File: config.mk
export PLATFORM = sky130hd
export DESIGN_NAME = ins_fetch_flat
export DESIGN_NICKNAME = d
export VERILOG_FILES = /design/src/rtl/ins_fetch_if.sv /design/src/rtl/ins_fetch.sv /design/src/flat_wrapper.sv
export SDC_FILE = /design/constraint.sdc
export NUM_CORES = 1
export LEC_CHECK = 0
export CORE_MARGIN = 3
export CORE_UTILIZATION = 38
export CTS_CLUSTER_SIZE = 30
export DETAILED_ROUTE_END_ITERATION = 6
export PLACE_DENSITY = 0.83
export SLEW_MARGIN = 40
export SYNTH_ARGS = -nofsm -noshare
export SYNTH_HDL_FRONTEND = slang
export SYNTH_SLANG_ARGS = --single-unit
File: constraint.sdc
create_clock -name clk -period 2.45 [get_ports clk]
set_input_delay 0.49 -clock clk [delete_from_list [all_inputs] [get_ports clk]]
set_output_delay 0.49 -clock clk [all_outputs]
set_load 0.01 [all_outputs]
File: src/rtl/ins_fetch_if.sv
// Instruction-memory read port: request/ready handshake plus rvalid-qualified read data.
interface ins_fetch_if;
  logic        imem_req;
  logic [31:0] imem_addr;
  logic        imem_ready;
  logic        imem_rvalid;
  logic [31:0] imem_rdata;

  modport master (
    output imem_req,
    output imem_addr,
    input  imem_ready,
    input  imem_rvalid,
    input  imem_rdata
  );

  modport slave (
    input  imem_req,
    input  imem_addr,
    output imem_ready,
    output imem_rvalid,
    output imem_rdata
  );
endinterface

File: src/rtl/ins_fetch.sv
// Instruction fetch stage: one memory read per fetch_start, with misalignment and
// timeout detection; the returned word is held in the instruction register.
module ins_fetch #(
  parameter int TIMEOUT_CYCLES = 16
) (
  input  logic              clk,
  input  logic              reset,
  input  logic [31:0]       ins_address,
  input  logic              fetch_start,
  ins_fetch_if.master       imem,
  output logic [31:0]       instr,
  output logic [4:0]        opcode,
  output logic [31:0]       imm_ext,
  output logic              fetch_done,
  output logic              fetch_err,
  output logic              busy
);

  localparam int CW = (TIMEOUT_CYCLES > 2) ? $clog2(TIMEOUT_CYCLES) : 1;
  localparam logic [CW-1:0] CNT_LAST = CW'(TIMEOUT_CYCLES - 1);
  localparam logic [CW-1:0] CNT_ONE  = CW'(1);

  typedef enum logic [1:0] {
    IDLE = 2'd0,
    REQ  = 2'd1,
    WAIT = 2'd2
  } state_t;

  state_t        state_r, state_s;
  logic [CW-1:0] cnt_r, cnt_s;
  logic [31:0]   addr_r, addr_s;
  logic [31:0]   instr_r, instr_s;
  logic          err_r, err_s;
  logic          done_r, done_s;
  logic          req_r, busy_r;

  // Next-state, counter and datapath decisions for the fetch sequence.
  always_comb begin
    state_s = state_r;
    cnt_s   = cnt_r;
    addr_s  = addr_r;
    instr_s = instr_r;
    err_s   = err_r;
    done_s  = 1'b0;
    case (state_r)
      IDLE: begin
        if (fetch_start) begin
          if (ins_address[1:0] == 2'b00) begin
            addr_s  = ins_address;
            err_s   = 1'b0;
            cnt_s   = '0;
            state_s = REQ;
          end else begin
            err_s  = 1'b1;
            done_s = 1'b1;
          end
        end else begin
          state_s = IDLE;
        end
      end
      REQ: begin
        // Ready and rvalid together complete the fetch without visiting WAIT.
        if (imem.imem_ready && imem.imem_rvalid) begin
          instr_s = imem.imem_rdata;
          done_s  = 1'b1;
          state_s = IDLE;
        end else if (cnt_r == CNT_LAST) begin
          instr_s = 32'h0000_0000;
          err_s   = 1'b1;
          done_s  = 1'b1;
          state_s = IDLE;
        end else begin
          cnt_s   = cnt_r + CNT_ONE;
          state_s = imem.imem_ready ? WAIT : REQ;
        end
      end
      WAIT: begin
        if (imem.imem_rvalid) begin
          instr_s = imem.imem_rdata;
          done_s  = 1'b1;
          state_s = IDLE;
        end else if (cnt_r == CNT_LAST) begin
          instr_s = 32'h0000_0000;
          err_s   = 1'b1;
          done_s  = 1'b1;
          state_s = IDLE;
        end else begin
          cnt_s   = cnt_r + CNT_ONE;
          state_s = WAIT;
        end
      end
      default: begin
        state_s = IDLE;
      end
    endcase
  end

  // State and output registers; req/busy are decoded from the next state so they stay registered.
  always_ff @(posedge clk) begin
    if (reset) begin
      state_r <= IDLE;
      cnt_r   <= '0;
      addr_r  <= 32'h0000_0000;
      instr_r <= 32'h0000_0000;
      err_r   <= 1'b0;
      done_r  <= 1'b0;
      req_r   <= 1'b0;
      busy_r  <= 1'b0;
    end else begin
      state_r <= state_s;
      cnt_r   <= cnt_s;
      addr_r  <= addr_s;
      instr_r <= instr_s;
      err_r   <= err_s;
      done_r  <= done_s;
      req_r   <= (state_s == REQ);
      busy_r  <= (state_s != IDLE);
    end
  end

  assign imem.imem_req  = req_r;
  assign imem.imem_addr = addr_r;
  assign instr          = instr_r;
  assign opcode         = instr_r[31:27];
  assign imm_ext        = {{16{instr_r[15]}}, instr_r[15:0]};
  assign fetch_done     = done_r;
  assign fetch_err      = err_r;
  assign busy           = busy_r;

endmodule
File: src/flat_wrapper.sv
// flat-port wrapper written by rule: the top's interface ports become plain ports
module ins_fetch_flat 
#(
  parameter int TIMEOUT_CYCLES = 16
)
  (clk, reset, ins_address, fetch_start, instr, opcode, imm_ext, fetch_done, fetch_err, busy, imem_imem_req, imem_imem_addr, imem_imem_ready, imem_imem_rvalid, imem_imem_rdata);
  ins_fetch_if imem_i ();
  input  logic clk;
  input  logic reset;
  input  logic [31:0] ins_address;
  input  logic fetch_start;
  output logic [31:0] instr;
  output logic [4:0] opcode;
  output logic [31:0] imm_ext;
  output logic fetch_done;
  output logic fetch_err;
  output logic busy;
  output wire logic [$bits(imem_i.imem_req)-1:0] imem_imem_req;
  output wire logic [$bits(imem_i.imem_addr)-1:0] imem_imem_addr;
  input wire logic [$bits(imem_i.imem_ready)-1:0] imem_imem_ready;
  input wire logic [$bits(imem_i.imem_rvalid)-1:0] imem_imem_rvalid;
  input wire logic [$bits(imem_i.imem_rdata)-1:0] imem_imem_rdata;
  assign imem_imem_req = imem_i.imem_req;
  assign imem_imem_addr = imem_i.imem_addr;
  assign imem_i.imem_ready = imem_imem_ready;
  assign imem_i.imem_rvalid = imem_imem_rvalid;
  assign imem_i.imem_rdata = imem_imem_rdata;
  ins_fetch #(.TIMEOUT_CYCLES(TIMEOUT_CYCLES)) u_core (.clk(clk), .reset(reset), .ins_address(ins_address), .fetch_start(fetch_start), .imem(imem_i), .instr(instr), .opcode(opcode), .imm_ext(imm_ext), .fetch_done(fetch_done), .fetch_err(fetch_err), .busy(busy));
endmodule
==> impl_metrics.json <==
{
  "drt.antenna.violating_nets": 0,
  "ios": 174,
  "min-delay-start": "u_core.imem.imem_addr[3]$_SDFFE_PP0P_",
  "post_drt_via_cell_ratio": 4.861,
  "regToRegEndpoint": "u_core.cnt_r[2]$_SDFFE_PP0P_",
  "power_frac_seq_pct": 48.3,
  "finalSetupViolations": 0,
  "power.share.clock_pct": 38.6,
  "place.port_buffers": 173,
  "area_added_between_synthesis_and_finish_pct": 59.56,
  "clkSinkCount": 74,
  "cts_max_path_buffers": 2,
  "critPathLaunchType": "flip-flop",
  "first_global_vias": 2852,
  "ctsResizeCount": 0,
  "wl_per_cell_um": 14.48,
  "die_w_um": 94.23,
  "power_switching_uw": 588.5,
  "synth_fp_nets": 422,
  "first_pass_iters": 4,
  "post_place_cell_area_sq_um": 4512,
  "timing.critical_path.to_type": "output pin",
  "required_ps": 1960,
  "die_area_sq_um": 8878,
  "rsz0062_at_grt": "no",
  "cts-hold-fix-buffers": 0,
  "worstHoldPathCells": 2,
  "power_frac_comb_pct": 13.0,
  "place_inst": 567,
  "initial_utilization_pct": 39.93,
  "n_antenna_cell": 0,
  "die-height_um": 94.23,
  "clock_latency_ps": 330,
  "synthesis.area_per_instance_sq_um": 8.500,
  "maxSlewHeadroom_pct": 61.37,
  "report.final.slew_viol_count": 0,
  "p_leak_uw": 0.001693,
  "post-route-cell-area_sq_um": 4720,
  "detail_route.drc_violations": 0,
  "layout.cells.most_common_list": "172 x clkdlybuf4s50_1, 74 x dfxtp_1, 65 x nand2_1",
  "worst_path_dominant_cell_family": "flip-flops",
  "path_buf_inv": 1,
  "totalWireLength_mm": 8.430,
  "maxCapViolCount": 0,
  "worstPathMaxFanout": 19,
  "antenna_found_initial": 0,
  "ff2ff_path_depth": 6,
  "clock_skew_ps": 6.533,
  "min_period_over_period_pct": 85.53,
  "status": "finished, final reports clean",
  "grt_pass1_wl_mm": 13.36,
  "clockRootBuffer": "clkbuf_8",
  "netlist_instances": 348,
  "final_period_minus_worst_setup_slack_ps": 2095,
  "p_int_uw": 2000,
  "htree_num_levels": 3,
  "gp_congestion": 0.8036,
  "swShare_pct": 22.73,
  "synth.yosys.seq_area_share_pct": 50.08,
  "peak_vdd_ir_mv": 0.4123,
  "vias": 2829,
  "dp_hpwl_mm": 6.200,
  "clock.fmax_mhz": 477.2,
  "area_inside_the_core_boundary_sq_um": 7408,
  "rr_startpoint": "u_core.state_r[0]$_SDFF_PP0_",
  "cp_slowest_cell": "dfxtp_1",
  "grt.overflow.total": 0,
  "worstPathArrival_ps": 1610,
  "worst_hold_path_type": "flip-flop to flip-flop",
  "drive_above_1_share_pct": 5.176,
  "final_hold_slack_ps": 453.4,
  "crit_path_class": "flip-flop to output pin",
  "finalHoldViolations": 0,
  "worst-slew-pin-transition_ps": 579.5,
  "grt_max_degree": 44,
  "layout.cells.most_common": "clkdlybuf4s50_1",
  "num-nets-final": 553,
  "total_power_uw": 2589,
  "rows": 31,
  "clock_tree_from_tritoncts": "built",
  "drt_iter0_markers": 74,
  "worst_setup_path_startpoint": "u_core.instr[15]$_SDFFE_PP0N_",
  "clk_transition_reported_paths_ps": 80,
  "cts_made_buffers": 9,
  "setup_slack_of_the_worst_register_to_register_path_ps": 500,
  "final_layout_setup_total_negative_slack_ps": 0,
  "yosysWarnings": 0,
  "stdcell_count": 582,
  "min_to": "u_core.imem.imem_addr[3]$_SDFFE_PP0P_",
  "critical_path.max_stage_delay_ps": 640,
  "cts.repair_timing.setup_buffer_count": 0,
  "synth.lib_cells_used.distinct": 31,
  "grt_util_all_layers_pct": 18.71,
  "synth-seq-cells": 74,
  "path_cells": "clkdlybuf4s50_1",
  "powerDensity_nw_per_um2": 548.5,
  "synth.cell_area_sq_um": 2958
}
==> state kept, by name, summed over array words and instances (netlist names) <==
register / count
u_core.busy: 1
u_core.cnt_r: 4
u_core.fetch_done: 1
u_core.fetch_err: 1
u_core.imem.imem_addr: 32
u_core.imem.imem_req: 1
u_core.instr: 32
u_core.state_r: 2
==> worst max-delay path by stage <==
stage,endpoint,slack [ps],depth (start not counted)
after global routing,imm_ext[22],220,1
after detailed placement,u_core.cnt_r[2]$_SDFFE_PP0P_,200,5
after floorplan,u_core.cnt_r[2]$_SDFFE_PP0P_,650,6
after CTS,imm_ext[24],300,1
final,imm_ext[29],350,1
after global placement,u_core.cnt_r[2]$_SDFFE_PP0P_,240,5
==> area by class of cell <==
type,instances,area (sq um)
repair buffers,180,1792
fillers,639,2689
clock buffers,10,127.6
multi-input cells,208,1092
flip-flops and latches,74,1481
clock inverters,5,80.08
well taps,99,123.9
inverters,6,22.52
==> power by group through the flow <==
stage	clock network, uW	registers [uW]	logic, uW
floorplan	0	1290	114
global placement	0	1280	330
detailed placement	0	1280	337
CTS	1030	1250	339
global route	1080	1260	366
finish	1000	1250	337
==> metrics by stage <==
stage                     worst slack, ps  util [%]
after floorplan                     649.4         -
after global placement              236.8     60.90
after detailed placement            201.6     60.90
after CTS                           301.5     63.71
after global routing                224.9     63.71
final                               354.5     63.71
==> per-layer routing <==
layer  share of wire (%)  up-vias  routed length (um)  track usage [%]
met5                   0        -                   0                0
met4                0.89        0                  75            5.776
met3                 8.6        6                 725            6.571
met2                  52      107                4413            33.45
met1                  38     1322                3216            20.63
li1                    -     1394                   -                -
==> synthesized netlist by cell type <==
cell type  count  area share, %
dfxtp_1       74             50
nand2_1       65            8.2
nor2_1        38            4.8
buf_4         37            9.4
a21oi_1       36            6.1
a22oi_1       33            8.4
clkbuf_1      20            2.5
inv_1          6           0.76
ha_1           5            2.1
o21ai_0        5           0.85
buf_2          3           0.51
nand3_1        3           0.51
nor3b_1        3           0.76
and2_1         2           0.42
nand4_1        2           0.42
a211oi_1       1           0.25
a21o_1         1           0.25
a221o_1        1           0.34
a221oi_1       1           0.30
a22o_1         1           0.30
a31o_2         1           0.30
a31oi_1        1           0.21
and3_1         1           0.21
nand2b_1       1           0.21
nand3b_1       1           0.25
nand4b_1       1           0.30
o21a_1         1           0.25
o21ai_1        1           0.17
o32ai_1        1           0.30
or2_1          1           0.21
or4_1          1           0.25
==> kinds of logic after synthesis <==
logic type	share of synthesized area, %
AOI/OAI and AO/OA	17.98
adders and majority gates	2.115
buffers and inverters	13.20
DFF	50.08
and+or+nand+nor	16.62
Power figures use the tool's default switching activity.
==> RTL edit, RTL diff (same flow settings) <==
`TIMEOUT_CYCLES` is set to 16 in 2 places; all go to 8.
--- a/src/rtl/ins_fetch.sv
+++ b/src/rtl/ins_fetch.sv
@@ -2,5 +2,5 @@
 // timeout detection; the returned word is held in the instruction register.
 module ins_fetch #(
-  parameter int TIMEOUT_CYCLES = 16
+  parameter int TIMEOUT_CYCLES = 8
 ) (
   input  logic              clk,
--- a/src/flat_wrapper.sv
+++ b/src/flat_wrapper.sv
@@ -2,5 +2,5 @@
 module ins_fetch_flat 
 #(
-  parameter int TIMEOUT_CYCLES = 16
+  parameter int TIMEOUT_CYCLES = 8
 )
   (clk, reset, ins_address, fetch_start, instr, opcode, imm_ext, fetch_done, fetch_err, busy, imem_imem_req, imem_imem_addr, imem_imem_ready, imem_imem_rvalid, imem_imem_rdata);
Behaviour: not the same (Yosys sat finds a counterexample within 10 cycles, from zero or initial values and one cycle with reset high).
==> RTL edit against the original RTL <==
- area after synthesis up 2.4%
- hold slack gained 0.0014 ns
- critical endpoint is now imm_ext[15]
- power rose by 3.9%
- worst setup slack worse by 0.0074 ns
- design area grew 0.32%
- sequential cell count decreased by 1
- clock power up 11%
- highest routed layer unchanged
- sequential share of layout area decreased by 0.52 points
- largest cell class unchanged
- clock skew is 0.0016 ns higher
- routed wire length decreased by 1.4%
==> RTL edit: results (changes against the original RTL) <==
----------------------------------------------------
[Layout]
  Sequential cell area ... 1460 µm² (was 1480 µm²)
  Layout filler cell count ... 595 (was 639)
  Non-clock inverter instance count of the final layout ... 3 (was 6)
  Clock buffers and inverters, area share ... 0.0489 (was 0.0440)
  Ratio of cells with drive above 1 in the final layout ... 0.0685 (was 0.0518)
  Count of plain and timing-repair buffers ... 178 (was 180)

[Clocking]
  Number of sinks handled by clock tree synthesis ... 73 (was 74)

[Setup path]
  Cell count of the worst reg-to-reg path ... 7 (was 6)
  Slack of the worst reg-to-reg path ... 0.53 ns (was 0.50 ns)
  Crit-path leading delay family ... buffers and inverters (was flip-flops)

[Placed design]
  Pre-CTS setup slack ... 0.243 ns (was 0.202 ns)
  Routability congestion estimate ... 0.757 (was 0.804)
  Post-placement cell area ... 4500 µm² (was 4510 µm²)
  HPWL Detailed ... 6140 µm (was 6200 µm)
  Placed Cells incl. Taps ... 551 (was 567)

[Timing]
  Worst Clk Skew ... 0.00811 ns (was 0.00653 ns)
  Measured slew at the worst slew-check pin ... 0.692 ns (was 0.579 ns)
  Maximum frequency from static timing analysis ... 476 MHz (was 477 MHz)

[Detailed routing]
  Vias after detailed routing ... 2751 (was 2829)
  DR iter-0 viols ... 99 (was 74)
  Total wire length after detailed routing ... 8310 µm (was 8430 µm)

[Global routing]
  First-pass GRT wire length ... 12800 µm (was 13400 µm)
  Vias in the first global route ... 2725 (was 2852)
  Largest net degree at the start of global routing ... 40 (was 44)

[Power and ir drop]
  Net switching fraction of the power ... 0.223 (was 0.227)
  Maximum resistive drop on vdd ... 0.303 mV (was 0.412 mV)

[Outcome]
  Run status ... finished, final reports clean (unchanged)

[Yosys]
  Adder and majority gate portion of the synthesized area ... 0.0248 (was 0.0212)
  List of most frequent post-synthesis cells ... sky130_fd_sc_hd__dfxtp_1 (73), sky130_fd_sc_hd__nand2_1 (59), sky130_fd_sc_hd__buf_4 (39), sky130_fd_sc_hd__a21oi_1 (35), sky130_fd_sc_hd__nor2_1 (35) (was sky130_fd_sc_hd__dfxtp_1 (74), sky130_fd_sc_hd__nand2_1 (65), sky130_fd_sc_hd__nor2_1 (38), sky130_fd_sc_hd__buf_4 (37), sky130_fd_sc_hd__a21oi_1 (36))
  Sequential cell area fraction in the yosys report ... 0.483 (was 0.501)
  Synth top area cells ... sky130_fd_sc_hd__dfxtp_1 (48%), sky130_fd_sc_hd__buf_4 (9.7%), sky130_fd_sc_hd__a22oi_1 (7.9%), sky130_fd_sc_hd__nand2_1 (7.3%), sky130_fd_sc_hd__a21oi_1 (5.8%) (was sky130_fd_sc_hd__dfxtp_1 (50%), sky130_fd_sc_hd__buf_4 (9.4%), sky130_fd_sc_hd__a22oi_1 (8.4%), sky130_fd_sc_hd__nand2_1 (8.2%), sky130_fd_sc_hd__a21oi_1 (6.1%))
  Unique cell type count in the Yosys netlist ... 35 (was 31)
  Gate Count Post-Synth ... 334 (was 348)

----------------------------------------------------
==> RTL edit: changes by cell type after synthesis, moves of 2 or more <==
cell,before,now
sky130_fd_sc_hd__buf_4,37,39
sky130_fd_sc_hd__nand2_1,65,59
sky130_fd_sc_hd__a211oi_1,1,3
sky130_fd_sc_hd__nand3_1,3,1
sky130_fd_sc_hd__nor3_1,0,2
sky130_fd_sc_hd__nor2_1,38,35
sky130_fd_sc_hd__clkbuf_1,20,7
sky130_fd_sc_hd__o21ai_0,5,3
sky130_fd_sc_hd__nand2_2,0,2
sky130_fd_sc_hd__inv_1,6,3
sky130_fd_sc_hd__buf_6,0,10
==> RTL edit: kinds of logic (layout without fill, tap and decap cells) <==
family,after synthesis,after routing
simple gates,110,110
compound gates,82,82
flops,73,73
fa+ha+maj,6,6
buf+inv,63,196
==> RTL edit: layer usage <==
layer  share of wire  global-route usage  up-vias
li1                -                   -     1345
met1            0.38               0.195     1259
met2            0.48               0.314      131
met3            0.11              0.0631       16
met4           0.021              0.0817        0
met5               0                   0        -
==> RTL edit: worst min path at each step <==
| stage | from | end | slack (ns) | cells past startpoint |
|---|---|---|---|---|
| 6_report | u_core.imem.imem_addr[14] | u_core.imem.imem_addr[14] | 0.45 | 2 |
| 3_5_place_dp | u_core.imem.imem_addr[2] | u_core.imem.imem_addr[2] | 0.45 | 2 |
| 3_3_place_gp | u_core.imem.imem_addr[14] | u_core.imem.imem_addr[14] | 0.44 | 2 |
| 2_1_floorplan | u_core.cnt_r[1] | u_core.cnt_r[1] | 0.45 | 2 |
| 4_1_cts | u_core.imem.imem_addr[2] | u_core.imem.imem_addr[2] | 0.46 | 2 |
| 5_1_grt | u_core.imem.imem_addr[12] | u_core.imem.imem_addr[12] | 0.48 | 2 |
